==> config.mk <==
export PLATFORM = sky130hd
export DESIGN_NAME = icache_controller
export DESIGN_NICKNAME = d
export VERILOG_FILES = /design/src/rtl/icache_controller.sv
export SDC_FILE = /design/constraint.sdc
export NUM_CORES = 1
export LEC_CHECK = 0
export BUFFER_PORTS_ARGS = -buffer_cell sky130_fd_sc_hd__buf_2
export CORE_MARGIN = 4
export CORE_UTILIZATION = 50
export CTS_BUF_LIST = sky130_fd_sc_hd__clkbuf_4
export CTS_CLUSTER_DIAMETER = 30
export DETAILED_ROUTE_END_ITERATION = 12
export PLACE_DENSITY = 0.8
export SYNTH_ARGS = -nofsm -noshare
export SYNTH_HDL_FRONTEND = slang
export SYNTH_SLANG_ARGS = --single-unit
==> constraint.sdc <==
create_clock -name clock_i -period 3.15 [get_ports clock_i]
set_input_delay 0.1575 -clock clock_i [delete_from_list [all_inputs] [get_ports clock_i]]
set_output_delay 0.1575 -clock clock_i [all_outputs]
set_load 0.05 [all_outputs]
==> src/rtl/icache_controller.sv <==
// icache_controller: direct-mapped instruction-cache sequencer (lookup, burst refill, fence.i flush)
// reset_i is asynchronous and active low.
module icache_controller #(
  parameter int offset_width = 2,
  parameter int line_width = 6,
  localparam int tag_width = 30 - offset_width - line_width,
  localparam int block_size = 1 << offset_width
) (
  input  logic                       clock_i,
  input  logic                       reset_i,
  input  logic                       req_valid_i,
  output logic                       req_ready_o,
  input  logic [31:0]                req_addr_i,
  output logic                       resp_valid_o,
  input  logic                       resp_ready_i,
  output logic [31:0]                resp_instruction_o,
  input  logic                       fence_valid_i,
  output logic                       fence_ready_o,
  output logic                       fence_done_o,
  output logic                       mem_req_valid_o,
  input  logic                       mem_req_ready_i,
  output logic [31:0]                mem_req_addr_o,
  input  logic                       mem_resp_valid_i,
  output logic                       mem_resp_ready_o,
  input  logic [31:0]                mem_resp_data_i,
  output logic [31:0]                arr_address_o,
  input  logic [31:0]                arr_instruction_i,
  input  logic [tag_width-1:0]       arr_tag_i,
  input  logic                       arr_tag_valid_i,
  output logic                       arr_write_in_o,
  output logic [line_width-1:0]      arr_write_line_index_o,
  output logic [32*block_size-1:0]   arr_write_block_o,
  output logic [tag_width-1:0]       arr_write_tag_o,
  output logic                       arr_invalidate_all_o
);
  typedef enum logic [2:0] {FLUSH, IDLE, LOOKUP, MISS_REQ, REFILL, WRITE, RESP} state_t;
  state_t state_q, state_d;
  logic from_fence_q, from_fence_d;
  logic [31:2] addr_q, addr_d;
  logic [31:0] resp_q, resp_d;
  logic [offset_width-1:0] cnt_q, cnt_d;
  logic [block_size-1:0][31:0] buf_q, buf_d;
  logic [tag_width-1:0] req_tag;
  logic [line_width-1:0] req_line;
  logic [offset_width-1:0] req_word;
  assign req_tag  = addr_q[31 -: tag_width];
  assign req_line = addr_q[offset_width+2 +: line_width];
  assign req_word = addr_q[offset_width+1:2];
  always_ff @(posedge clock_i or negedge reset_i) begin
    if (!reset_i) begin
      state_q      <= FLUSH;
      from_fence_q <= 1'b0;
      addr_q       <= '0;
      resp_q       <= '0;
      cnt_q        <= '0;
      buf_q        <= '0;
    end else begin
      state_q      <= state_d;
      from_fence_q <= from_fence_d;
      addr_q       <= addr_d;
      resp_q       <= resp_d;
      cnt_q        <= cnt_d;
      buf_q        <= buf_d;
    end
  end
  always_comb begin
    state_d      = state_q;
    from_fence_d = from_fence_q;
    addr_d       = addr_q;
    resp_d       = resp_q;
    cnt_d        = cnt_q;
    buf_d        = buf_q;
    case (state_q)
      FLUSH: state_d = IDLE;
      IDLE: begin
        from_fence_d = 1'b0;
        if (fence_valid_i) begin
          from_fence_d = 1'b1;
          state_d      = FLUSH;
        end else if (req_valid_i) begin
          addr_d  = req_addr_i[31:2];
          state_d = LOOKUP;
        end
      end
      LOOKUP: begin
        if (arr_tag_valid_i && arr_tag_i == req_tag) begin
          resp_d  = arr_instruction_i;
          state_d = RESP;
        end else begin
          state_d = MISS_REQ;
        end
      end
      MISS_REQ: begin
        if (mem_req_ready_i) begin
          cnt_d   = '0;
          state_d = REFILL;
        end
      end
      REFILL: begin
        if (mem_resp_valid_i) begin
          buf_d[cnt_q] = mem_resp_data_i;
          cnt_d        = cnt_q + offset_width'(1);
          state_d      = (cnt_q == '1) ? WRITE : REFILL;
        end
      end
      WRITE: begin
        // forward the requested word from the refill buffer instead of re-reading the array
        resp_d  = buf_q[req_word];
        state_d = RESP;
      end
      RESP: state_d = resp_ready_i ? IDLE : RESP;
      default: state_d = FLUSH;
    endcase
  end
  assign req_ready_o            = (state_q == IDLE) && !fence_valid_i;
  assign fence_ready_o          = state_q == IDLE;
  assign fence_done_o           = (state_q == IDLE) && from_fence_q;
  assign resp_valid_o           = state_q == RESP;
  assign resp_instruction_o     = resp_q;
  assign mem_req_valid_o        = state_q == MISS_REQ;
  assign mem_req_addr_o         = {addr_q[31:offset_width+2], {(offset_width+2){1'b0}}};
  assign mem_resp_ready_o       = state_q == REFILL;
  assign arr_address_o          = (state_q == IDLE) ? req_addr_i : {addr_q, 2'b00};
  assign arr_write_in_o         = state_q == WRITE;
  assign arr_write_line_index_o = req_line;
  assign arr_write_block_o      = buf_q;
  assign arr_write_tag_o        = req_tag;
  // the reset state is FLUSH, so gate the strobe until reset is released
  assign arr_invalidate_all_o   = (state_q == FLUSH) && reset_i;
endmodule

==> impl_metrics.csv <==
group,metric,value,unit
synth,synth_edf_count,0,
route,vias_per_cell,5.378,
sta,setup_viol_count_final,0,
synth,syn_area_per_cell,15.11,um2
global_routing,grt_pass1_vias,7806,
synth,synth_area_leaders,"dfrtp_1 49%, mux2_4 11%, mux2_2 9.3%, mux4_2 7.2%, buf_4 4.6%",
flow_run,cap_viol_max_count,0,
global_routing,gr-usage-all-layers,25.31,%
finish,layout_commonest_cell,"buf_2",
synth,synth-async-reset-ratio,100.0,%
run_status,status,"completed",
place,dp_hpwl,19400,um
cts,clockBufferDepth,2,
route,drc,0,
route,ant_nets,0,
sta,drv_slew,0,
cts,h-tree-depth,4,
global_routing,grt_pass1_wl,43940,um
critical_path,reg2reg_slack,740,ps
critical_path,path_max_fanout,35,
route,wl_per_cell,21.45,um
cts,worstSkewPairLatency,560,ps
cts,clk_pin_slew_worst_paths,170,ps
critical_path,critPathKind,"flop to output port",
floorplanning,chipHeight,149.7,um
sta,period_share,85.68,%
sta,max_freq,0.3705,GHz
synth,synth_area_leader_cell,"dfrtp_1",
sta,tightest_slew,865.8,ps
cts,cts_sinks,196,
synth,synth_seq_area_share,48.82,%
synth,synth_top_area_share,48.82,%
synth,synthesis.area,0.01005,mm2
place,gp_congestion,0.8319,
floorplanning,num_rows,51,
cts,cts_buffers,17,
finish,layout_common_cells,"380 x buf_2, 195 x dfrtp_1, 102 x dlygate4sd3_1",
synth,ys_types,47,
floorplanning,core,0.01959,mm2
floorplanning,start_util,51.28,%
synth,syn_inst,665,
critical_path,cp-end-kind,"output port",
critical_path,cp.arrival,2540,ps
route,dr.pass1.iters,5,
route,drtIter0Drc,293,
sta,tns,0,ps
route,routed_wl,29110,um
finish,area_delta_synth_final,28.41,%
cts,cts_root_buf,"clkbuf_4",
floorplanning,die_area,0.02242,mm2
hold_path,hp-class,"input pin to flop",
sta,min_period,2699,ps
synth,yosys_warnings,0,
place,port_buffers,381,
finish,drive_gt1_share,60.13,%
floorplanning,ioPinCount,386,
sta,relSlewSlack,42.28,%
finish,nets,1209,
critical_path,worstSetupStartpointType,"flop",
sta,hold_viol_final,0,
critical_path,crit_required,2990,ps
global_routing,grt_overflow,0,
global_routing,antenna_found_initial,1,
cts,cts_tree,"done",
sta,rsz0062_at_grt,"false",
route,vias,7298,
floorplanning,die_w,149.7,um
synth,ys_ff_latch,196,
synth,ys.flop_type,"dfrtp_1",
global_routing,grt_max_degree,99,
sta,fin_skew,26.38,ps
logic make-up after synthesis:
logic type / Yosys count / synth area share, %
xor gates and xnor gates: 22 / 1.918
muxes: 222 / 31.20
adders and majority gates: 4 / 0.4982
and+or+nand+nor: 70 / 4.808
other: 1 / 0.03733
DFF: 196 / 48.82
buffers and inverters: 105 / 8.245
AOI/OAI and AO/OA: 45 / 4.471
routing by layer:
metal / part of all wire [%] / GRT usage, % / wire (um) / up-vias
li1: - / - / - / 3188
met1: 39 / 30.52 / 11300 / 3723
met2: 52 / 45.18 / 15130 / 330
met3: 6.5 / 5.330 / 1897 / 57
met4: 2.7 / 8.554 / 779 / 0
met5: 0 / 0 / 0 / -
flip-flops by register name (all words and copies together) (netlist names):
name / cells
arr_write_block_o: 128
cnt_q: 2
from_fence_q: 1
addr_q: 30
resp_instruction_o: 32
state_q: 3
stage by stage:
stage,instances,util (%),cell area (um2),setup slack (ps),hold slack (ps)
floorplan,668,-,10060,809.7,-138.1
global placement,1223,59.23,11600,839.6,86.36
detailed placement,1223,59.23,11600,767.3,91.35
CTS,1356,65.84,12900,408.4,14.77
global route,1357,65.85,12900,288.7,83.84
finish,1357,65.85,12900,450.9,83.68
critical path, stage by stage, from the launching register on:
cell and delay, ps:
dfrtp_1 540, nor2b_4 230, nor2b_2 140, buf_4 410
mux2_2 430, buf_2 230
final timing paths:
check / from / to / cells after the start
min in group asynchronous: reset_i / resp_instruction_o[12] / 3
max in group asynchronous: reset_i / addr_q[2] / 4
worst max register to register: state_q[2] / arr_write_block_o[94] / 4
worst min register to register: from_fence_q / from_fence_q / 1
worst max-delay path: state_q[0] / arr_address_o[10] / 5
worst min-delay path: resp_ready_i / state_q[0] / 5
final cells by class:
class | count | area, um2
Timing Repair Buffer | 492 | 3042
Tap cell | 265 | 331.6
Multi-Input combinational cell | 367 | 4327
Inverter | 5 | 18.77
Clock inverter | 14 | 145.1
Sequential cell | 196 | 4906
Fill cell | 1383 | 6690
Antenna cell | 1 | 2.502
Clock buffer | 17 | 127.6
cell usage after synthesis, drive strengths merged (3+ instances only):
master,n
and2,4
nor2,3
ha,4
nand2,10
o221a,32
xnor2,22
nand3,3
nor2b,3
clkbuf,7
mux2,190
inv,5
nand4,6
mux4,32
dfrtp,196
buf,93
or2,32
timing repair:
action	4_1_cts	5_1_grt
resized for setup	0	0
hold buffers	102	0
setup endpoints to repair	0	0
endpoints found under the hold margin	322	0
setup buffers	0	0
Power is not shown: default switching activity piles up to over one toggle a cycle in this logic, so the estimate is an artifact.
